===== config.mk =====
export PLATFORM = sky130hd
export DESIGN_NAME = inst_fetch_buffer
export DESIGN_NICKNAME = d
export VERILOG_FILES = /design/src/rtl/inst_fetch_buffer.sv
export SDC_FILE = /design/constraint.sdc
export NUM_CORES = 1
export LEC_CHECK = 0
export ABC_CLOCK_PERIOD_IN_PS = 5100
export BUFFER_PORTS_ARGS = -buffer_cell sky130_fd_sc_hd__buf_2
export CORE_UTILIZATION = 58
export CTS_CLUSTER_SIZE = 12
export DETAILED_ROUTE_END_ITERATION = 8
export GPL_TIMING_DRIVEN = 0
export PLACE_DENSITY = 0.89
export SKIP_LAST_GASP = 1
export SYNTH_ARGS = -nofsm -noshare
export SYNTH_HDL_FRONTEND = slang
export SYNTH_SLANG_ARGS = --single-unit

===== constraint.sdc =====
create_clock -name clk -period 5.1 [get_ports clk]
set_input_delay 1.02 -clock clk [delete_from_list [all_inputs] [get_ports clk]]
set_output_delay 1.02 -clock clk [all_outputs]
set_load 0.1 [all_outputs]

===== src/rtl/inst_fetch_buffer.sv =====
// +--------------------------------------------------------------------------+
// | inst_fetch_buffer: credit-limited prefetch FIFO between imem and decode.  |
// | Revision: 1.0                                                            |
// +--------------------------------------------------------------------------+
`default_nettype none

module inst_fetch_buffer #(
  parameter int                ADDR_W   = 64,
  parameter int                INST_W   = 32,
  parameter int                DEPTH    = 4,
  parameter logic [ADDR_W-1:0] RESET_PC = '0
) (
  input  logic              clk,
  input  logic              reset,
  output logic              imem_req,
  output logic [ADDR_W-1:0] imem_addr,
  input  logic              imem_gnt,
  input  logic              imem_rvalid,
  input  logic [INST_W-1:0] imem_rdata,
  output logic              inst_valid,
  output logic [INST_W-1:0] inst,
  output logic [ADDR_W-1:0] inst_pc,
  input  logic              inst_ready,
  input  logic              redirect_valid,
  input  logic [ADDR_W-1:0] redirect_pc
);

  localparam int c_PTR_W = $clog2(DEPTH);
  localparam int c_CNT_W = $clog2(DEPTH + 1);
  localparam logic [c_CNT_W:0] c_DEPTH_EXT = (c_CNT_W + 1)'(DEPTH);

  logic [ADDR_W-1:0]  r_fetch_pc;
  logic [ADDR_W-1:0]  r_resp_pc;
  logic [c_CNT_W-1:0] r_count;
  logic [c_CNT_W-1:0] r_outstanding;
  logic [c_CNT_W-1:0] r_discard;
  logic [c_PTR_W-1:0] r_wptr;
  logic [c_PTR_W-1:0] r_rptr;
  logic [INST_W-1:0]  r_inst_mem [DEPTH];
  logic [ADDR_W-1:0]  r_pc_mem   [DEPTH];

  logic [c_CNT_W:0]   w_inflight;
  logic               w_grant;
  logic               w_pop;
  logic               w_push;
  logic               w_drop;
  logic [c_CNT_W-1:0] w_out_next;
  logic [ADDR_W-1:0]  w_redirect_pc;
  logic               w_unused_rpc_lsb;

  assign w_inflight    = {1'b0, r_count} + {1'b0, r_outstanding};
  assign imem_req      = !reset && !redirect_valid && (w_inflight < c_DEPTH_EXT);
  assign imem_addr     = r_fetch_pc;
  assign w_grant       = imem_req && imem_gnt;
  assign inst_valid    = (r_count != '0);
  assign w_pop         = inst_valid && inst_ready;
  assign w_drop        = imem_rvalid && (r_discard != '0);
  assign w_push        = imem_rvalid && (r_discard == '0);
  assign inst          = r_inst_mem[r_rptr];
  assign inst_pc       = r_pc_mem[r_rptr];
  assign w_redirect_pc = {redirect_pc[ADDR_W-1:2], 2'b00};
  assign w_unused_rpc_lsb = ^redirect_pc[1:0];

  // Stale responses remain outstanding until they return; discard tracks how many to drop.
  assign w_out_next = r_outstanding + c_CNT_W'(w_grant) - c_CNT_W'(imem_rvalid);

  always_ff @(posedge clk) begin
    if (reset) begin
      r_fetch_pc    <= RESET_PC;
      r_resp_pc     <= RESET_PC;
      r_count       <= '0;
      r_outstanding <= '0;
      r_discard     <= '0;
      r_wptr        <= '0;
      r_rptr        <= '0;
    end else if (redirect_valid) begin
      r_fetch_pc    <= w_redirect_pc;
      r_resp_pc     <= w_redirect_pc;
      r_count       <= '0;
      r_outstanding <= w_out_next;
      r_discard     <= w_out_next;
      r_wptr        <= '0;
      r_rptr        <= '0;
    end else begin
      r_outstanding <= w_out_next;
      r_discard     <= r_discard - c_CNT_W'(w_drop);
      r_count       <= r_count + c_CNT_W'(w_push) - c_CNT_W'(w_pop);
      if (w_grant) begin
        r_fetch_pc <= r_fetch_pc + ADDR_W'(4);
      end
      if (w_push) begin
        r_resp_pc <= r_resp_pc + ADDR_W'(4);
        r_wptr    <= r_wptr + c_PTR_W'(1);
      end
      if (w_pop) begin
        r_rptr <= r_rptr + c_PTR_W'(1);
      end
    end
  end

  always_ff @(posedge clk) begin
    if (!reset && !redirect_valid && w_push) begin
      r_inst_mem[r_wptr] <= imem_rdata;
      r_pc_mem[r_wptr]   <= r_resp_pc;
    end
  end

  property p_credit;
    @(posedge clk) disable iff (reset) (w_inflight <= c_DEPTH_EXT);
  endproperty
  a_credit: assert property (p_credit);

endmodule

`default_nettype wire


==> parameters.txt, run 1 <==
Parameter                              Value

Run status
  Outcome    completed

CTS
  CTS buffer count    52
  Total setup buffers inserted after CTS    0
  Buffer cell driving the clock tree root    sky130_fd_sc_hd__clkbuf_16
  Deepest clock path buffer count    3
  # resized after CTS    0
  Clock latency of the later-clocked register in the worst-skew pair    0.59 ns
  TritonCTS clock tree    yes
  Hold-fix buffers, CTS    0
  Register clock-pin slew on the reported worst setup and hold paths    about 0.060 ns
  CTS Sinks    515
  CTS HTree Levels    2

Placed design
  Cell count after placement    between 2000 and 2500
  Half-perimeter wire length after placement    41000 µm
  GP Congestion    0.9751
  PortBufs    255

Synthesis
  Compound-cell area share of the yosys netlist    0.08172
  Share of async-settable or async-resettable flops after synthesis    0
  Main combinational cell family by area after synthesis    simple AND/OR/NAND/NOR gates
  Synthesized area per cell    about 14 µm²
  Fraction of the mapped netlist area in adder cells    0.009884
  Number of standard cells after synthesis    between 1500 and 2000
  Simple logic cell fraction of the synthesized area    0.1196
  Synthesized flop and latch total    515
  Post-synthesis xor/xnor area fraction    0.01931
  Synth Flop Type    sky130_fd_sc_hd__edfxtp_1
  Fraction of the yosys area taken by sequential cells    0.6464
  Count of flip-flops with a built-in enable after synthesis    about 380
  Post-synthesis instance area    21770 µm²
  Multiplexer area fraction after synthesis    0.09913
  Synth unique cells    76
  YS warnings    0

Timing
  Setup TNS after final layout    0 ns
  Unrepaired setup endpoints after global routing    no
  Worst hold slack across all endpoints    about 0.52 ns
  Largest clock skew in the final design    0.02480 ns
  Share of the clock period used by the worst path after layout    0.8948
  Final hold violation count    0
  Slew of the pin with the lowest slew margin    1.032 ns
  Setup violations, final    0
  F_max    0.2191 GHz
  Max-slew violation count    0
  Slew Limit Headroom    0.3118
  Time the worst path needs with I/O delays and setup    roughly 4.6 ns

Global routing
  Maximum number of pins on one net before global-route repair    60
  Wire length of the first global-routing pass    between 90000 and 100000 µm
  Final global-route overflow total    0
  Antenna violations before repair    2
  Number of global-route vias before repair    15180
  Overall fraction of global-route tracks in use    0.3164

Critical path
  CP Capture Type    output port
  Maximum fanout along the worst path    10
  Arr. time, crit path    3.54 ns
  Class of the most critical setup path    reg -> out
  Required time of the critical path    4.08 ns
  Crit path launch type    flop

Floorplanning
  Cell Rows    70
  Die H    195.7 µm
  Die area    38320 µm²
  Die outline width    roughly 200 µm
  Starting utilization of the core area    0.5919
  Area inside the core boundary    about 37000 µm²
  Number of ports placed on the die boundary    264

Routing
  Number of antenna-violating nets in the routed design    0
  Per-cell routed wire length    25.87 µm
  Via Count    15640
  Detailed Routing Iterations Pass 1    6
  Post-Route WL    between 60000 and 70000 µm
  Detailed-route vias per instance    6.651
  Remaining DRCs    0
  Iter 0 DRT Violations    roughly 1800

Cells and area
  Area Overhead vs Synth    16.33%
  Most frequent standard cell in the layout excluding fill and tap cells    sky130_fd_sc_hd__edfxtp_1
  Net count of the finished layout    1966
  Post-layout instance count excluding filler cells    about 2400
  Total inserted antenna cells    0
  Layout cell share with drive strength beyond 1    0.2351
  Commonest cells after routing, fill and taps aside    sky130_fd_sc_hd__edfxtp_1, sky130_fd_sc_hd__buf_2, sky130_fd_sc_hd__dfxtp_1

Power and ir drop
  Cell area power density    393.3 nW/µm²
  Leak pwr    8.632 nW
  Worst supply voltage drop on vdd    0.2078 mV
  Pwr Total    9.962 mW

Hold path
  Worst hold path class    reg -> reg

Job
  # Max-Cap Violations    0
[area by class of cell]
type / instances / area [µm²]
Inverter: 49 / 183.9
Sequential cell: 515 / 14070
Multi-Input combinational cell: 887 / 7213
Clock buffer: 84 / 1480
Timing Repair Buffer: 259 / 1386
Fill cell: 2457 / 11460
Clock inverter: 6 / 71.32
Tap cell: 468 / 585.6
Buffer: 84 / 332.8
[final timing paths]
| check | startpoint | endpoint | slack, ns | depth (start not counted) |
|---|---|---|---|---|
| worst min register to register | r_wptr[1]$_SDFFE_PP0P_ | r_wptr[1]$_SDFFE_PP0P_ | 0.52 | 2 |
| worst min-delay path | r_wptr[1]$_SDFFE_PP0P_ | r_wptr[1]$_SDFFE_PP0P_ | 0.52 | 2 |
| worst max-delay path | flop | inst_pc[45] | 0.54 | 5 |
| worst max register to register | r_discard[2]$_SDFF_PP0_ | r_count[2]$_SDFF_PP0_ | 1.78 | 12 |
[cells by family after synthesis]
kind of cell | count (synthesis)
compound gates | 252
buf+inv | 133
simple gates | 469
mux | 98
other cells | 1
flops | 515
fa+ha+maj | 16
xor+xnor | 48
[routing by layer]
metal | up-vias | part of all wire | track usage
met2 | 1149 | 0.46 | 0.4970
li1 | 6719 | - | -
met5 | - | 0 | 0
met1 | 7547 | 0.38 | 0.4328
met3 | 229 | 0.11 | 0.06378
met4 | 0 | 0.045 | 0.1377
[cells in the mapped netlist (5+ instances only)]
master                     number  area (µm²)
sky130_fd_sc_hd__edfxtp_1     376       11290
sky130_fd_sc_hd__dfxtp_1      139        2783
sky130_fd_sc_hd__mux4_2        94        2117
sky130_fd_sc_hd__nand2_1       88       330.3
sky130_fd_sc_hd__nor2_1        71       266.5
sky130_fd_sc_hd__clkbuf_1      61       229.0
sky130_fd_sc_hd__nand3_1       53       265.3
sky130_fd_sc_hd__inv_1         48       180.2
sky130_fd_sc_hd__a21oi_1       46       230.2
sky130_fd_sc_hd__nand4_1       46       287.8
sky130_fd_sc_hd__and3_1        35       219.0
sky130_fd_sc_hd__a31oi_1       34       212.7
sky130_fd_sc_hd__nor4_1        33       206.5
sky130_fd_sc_hd__nor3_1        31       155.2
sky130_fd_sc_hd__a21boi_0      30       225.2
sky130_fd_sc_hd__xnor2_1       27       236.5
sky130_fd_sc_hd__a211oi_1      22       165.2
sky130_fd_sc_hd__o31a_1        21       183.9
sky130_fd_sc_hd__xor2_1        21       183.9
sky130_fd_sc_hd__or4_1         20       150.1
sky130_fd_sc_hd__o31ai_1       19       142.6
sky130_fd_sc_hd__o21bai_1      18       135.1
sky130_fd_sc_hd__buf_1         17       63.81
sky130_fd_sc_hd__and4_1        16       140.1
sky130_fd_sc_hd__o21ai_0       15       75.07
sky130_fd_sc_hd__or3_1         15       93.84
sky130_fd_sc_hd__ha_1          14       175.2
sky130_fd_sc_hd__and2_1        13       81.33
sky130_fd_sc_hd__a311oi_1      12       105.1
sky130_fd_sc_hd__nor2b_1       11       68.82
sky130_fd_sc_hd__nor4b_1        7       61.31
sky130_fd_sc_hd__o21a_1         6       45.04
sky130_fd_sc_hd__or2_2          5       31.28
[where the power goes]
| part | internal [mW] | total (mW) | switching (mW) |
|---|---|---|---|
| Sequential | 4.65 | 4.83 | 0.184 |
| Combinational | 0.355 | 1.57 | 1.22 |
| Clock | 2.03 | 3.55 | 1.52 |
| Total | 7.03 | 9.96 | 2.93 |
[registers in the layout, summed over array words and instances (netlist names), named ones only]
register       cells
r_count            3
r_discard          3
r_inst_mem       128
r_outstanding      3
r_wptr             2
r_pc_mem         248
imem_addr         62
r_rptr             2
r_resp_pc         62
[metrics by stage]
| stage | instance area [µm²] | util | setup slack (ns) |
|---|---|---|---|
| 4_1_cts | 25330 | 0.6885 | 0.3852 |
| 3_5_place_dp | 23780 | 0.6463 | 1.014 |
| 5_1_grt | 25330 | 0.6885 | 0.2968 |
| 6_report | 25330 | 0.6885 | 0.5364 |
| 2_1_floorplan | 21780 | - | 0.7300 |
| 3_3_place_gp | 23650 | 0.6428 | -1.331 |
[worst max-delay path: stages (launching register included)]
cell	delay [ns]
sky130_fd_sc_hd__dfxtp_1	0.30
sky130_fd_sc_hd__clkbuf_1	0.17
sky130_fd_sc_hd__buf_1	0.77
sky130_fd_sc_hd__buf_1	0.77
sky130_fd_sc_hd__mux4_2	0.64
sky130_fd_sc_hd__buf_2	0.32
Power figures use the tool's default switching activity.
==> inputs of run 2 (changes only) <==
RECOVER_POWER = 100   (was unset)
==> run 2 against run 1 <==
The flow now finishes with violations (max-capacitance violations, max-slew violations). Sequential share of layout area is 0.63 points higher. Cell area down 1.1%. Worst hold slack got worse by 0.00053 ns. Non-clock buffer count unchanged. Via count grew 0.19%. Register-to-register slack worse by 1.2 ns. Critical path type is now in -> reg. Largest cell class unchanged.
==> parameters.txt, run 2 (same netlist as run 1, synthesis figures left out) <==
Parameter                              Value

Run status
  Outcome    complete, but fails checks
  Violations in the final reports    max-capacitance violations, max-slew violations

Floorplanning
  Cell Rows    70 (unchanged)
  Die H    195.7 µm (unchanged)
  Area inside the core boundary    36790 µm² (unchanged)
  Die outline width    195.7 µm (unchanged)
  Die area    38320 µm² (unchanged)
  Number of ports placed on the die boundary    264 (unchanged)
  Starting utilization of the core area    0.5919 (unchanged)

Critical path
  Required time of the critical path    5.29 ns (+1.21 ns)
  Class of the most critical setup path    in -> reg
  Launching instance or port of the critical path    imem_rvalid
  Slowest stage cell, crit path    sky130_fd_sc_hd__nor4b_1
  CP Capture Type    flop
  Cell family with the largest share of critical-path delay    simple AND/OR/NAND/NOR gates
  Worst R2R Setup Slack    0.59 ns (-1.19 ns)
  CP max stage delay    1.32 ns (+0.55 ns)
  Crit path launch type    input port
  Crit path top cell by count    sky130_fd_sc_hd__clkbuf_1
  Count of buffering cells on the critical path with inverters included    3 (-1)
  Arr. time, crit path    4.99 ns (+1.45 ns)
  Capture instance of the worst register-to-register path    r_inst_mem[3][27]$_DFFE_PP_
  Crit path to    r_inst_mem[3][27]$_DFFE_PP_
  Length in cells of the worst reg-to-reg path    4 (-8)
  Maximum fanout along the worst path    57 (+47)
  Number of stages on the worst setup path    5 (unchanged)
  Cell-by-cell trace of the critical path    clkbuf_1, nor4b_1, clkbuf_1, and3_2, clkbuf_4
  Launching point of the worst reg2reg path    r_discard[2]$_SDFF_PP0_

Routing
  Iter 0 DRT Violations    1749 (-3.8%)
  Detailed-route vias per instance    6.664 (+0.19%)
  Remaining DRCs    0 (unchanged)
  Detailed Routing Iterations Pass 1    6 (unchanged)
  Via Count    15670 (+0.19%)
  Per-cell routed wire length    25.76 µm (-0.43%)
  Post-Route WL    60590 µm (-0.43%)
  Number of antenna-violating nets in the routed design    0 (unchanged)

Cells and area
  Area Overhead vs Synth    15.02%
  Commonest cells after routing, fill and taps aside    sky130_fd_sc_hd__edfxtp_1, sky130_fd_sc_hd__clkbuf_1, sky130_fd_sc_hd__dfxtp_1
  Total inserted antenna cells    0 (unchanged)
  Net count of the finished layout    1966 (unchanged)
  Flip-flop count of the largest register, all copies and words added    248 (unchanged)
  Largest registers ranked by flip-flop count    r_pc_mem: 248 flops, r_inst_mem: 128 flops
  Fin util    0.6808 (-0.007721)
  Post-layout instance count excluding filler cells    2352 (unchanged)
  Layout cell share with drive strength beyond 1    0.1635 (-0.07166)
  Most frequent standard cell in the layout excluding fill and tap cells    sky130_fd_sc_hd__edfxtp_1
  Design Area, Final    25040 µm² (-1.1%)
  Top reg by flops    r_pc_mem

Timing
  Setup violations, final    0 (unchanged)
  Final hold violation count    0 (unchanged)
  Time the worst path needs with I/O delays and setup    4.805 ns (+0.2419 ns)
  Slew of the pin with the lowest slew margin    1.637 ns (+0.6043 ns)
  F_max    0.2081 GHz (-5.0%)
  Largest clock skew in the final design    0.02842 ns (+0.003611 ns)
  Share of the clock period used by the worst path after layout    0.9422 (+0.04742)
  Slew Limit Headroom    -0.1064 (-0.4182)
  Max-slew violation count    6 (+6)
  Unrepaired setup endpoints after global routing    no
  Setup ws final    0.2946 ns (-0.2419 ns)

Placed design
  Worst Setup Slack post-DPL    1.014 ns (unchanged)
  Cell count after placement    2262 (unchanged)
  GP Congestion    0.9751 (unchanged)
  Half-perimeter wire length after placement    41000 µm (unchanged)
  Area after detailed placement    23780 µm² (unchanged)
  PortBufs    255 (unchanged)

CTS
  Total setup buffers inserted after CTS    0 (unchanged)
  Hold-fix buffers, CTS    0 (unchanged)
  TritonCTS clock tree    yes
  Deepest clock path buffer count    3 (unchanged)
  Register clock-pin slew on the reported worst setup and hold paths    0.06 ns (about the same)
  # resized after CTS    0 (unchanged)
  CTS HTree Levels    2 (unchanged)
  Clock latency of the later-clocked register in the worst-skew pair    0.59 ns (about the same)
  CTS buffer count    52 (unchanged)
  Buffer cell driving the clock tree root    sky130_fd_sc_hd__clkbuf_16
  CTS Sinks    515 (unchanged)

Global routing
  Wire length of the first global-routing pass    90690 µm (unchanged)
  Final global-route overflow total    0 (unchanged)
  Number of global-route vias before repair    15180 (unchanged)
  Maximum number of pins on one net before global-route repair    60 (unchanged)
  Overall fraction of global-route tracks in use    0.3164 (unchanged)
  Antenna violations before repair    2 (unchanged)

Power and ir drop
  Leak pwr    8.187 nW (-5.2%)
  Worst supply voltage drop on vdd    0.2071 mV (-0.35%)
  Cell area power density    396.6 nW/µm² (+0.82%)

Hold path
  Worst hold path class    reg -> reg

Job
  # Max-Cap Violations    1 (+1)
## run 2: how the worst min path moves through the flow
stage	from	end	slack, ns	cells past startpoint
CTS	r_wptr[1]$_SDFFE_PP0P_	r_wptr[1]$_SDFFE_PP0P_	0.51	2
floorplan	r_wptr[1]$_SDFFE_PP0P_	r_wptr[1]$_SDFFE_PP0P_	0.47	2
finish	r_wptr[1]$_SDFFE_PP0P_	r_wptr[1]$_SDFFE_PP0P_	0.52	2
detailed placement	r_wptr[1]$_SDFFE_PP0P_	r_wptr[1]$_SDFFE_PP0P_	0.51	2
global route	r_wptr[1]$_SDFFE_PP0P_	r_wptr[1]$_SDFFE_PP0P_	0.55	2
global placement	r_wptr[1]$_SDFFE_PP0P_	r_wptr[1]$_SDFFE_PP0P_	0.48	2
## run 2: metrics by stage
step | power (mW) | setup TNS [ns] | hold WS (ns)
after floorplan | 6.071 | 0 | 0.4692
after global placement | 6.419 | -485.92 | 0.4772
after detailed placement | 6.458 | 0 | 0.5057
after CTS | 9.966 | 0 | 0.5136
after global routing | 10.18 | 0 | 0.5465
final | 9.931 | 0 | 0.5216
## run 2: routing by layer
metal  global-route usage  wire length, µm
met1               0.4328            22640
met3              0.06378             7271
met2               0.4970            27900
met4               0.1377             2786
met5                    0                0
## run 2: layout make-up
type,instances,area (µm²)
clock buffers,84,1480
flip-flops and latches,515,14070
multi-input cells,887,7173
clock inverters,6,71.32
fillers,2545,11740
well taps,468,585.6
plain buffers,84,331.6
repair buffers,259,1144
inverters,49,183.9
## run 2: worst register-to-register path, cell delays in order, from the launching register on
cell                       delay [ns]
sky130_fd_sc_hd__dfxtp_1         0.33
sky130_fd_sc_hd__nor4b_1         1.34
sky130_fd_sc_hd__clkbuf_1        0.45
sky130_fd_sc_hd__and3_2          0.98
sky130_fd_sc_hd__clkbuf_4        0.97
## run 2: where the power goes
part           total [mW]  internal (mW)  leakage, nW  switching, mW
Clock                3.55           2.03        0.756           1.53
Sequential           4.83           4.65         4.58          0.181
Combinational        1.54          0.325         2.85           1.22
Total                9.93           7.00         8.19           2.93
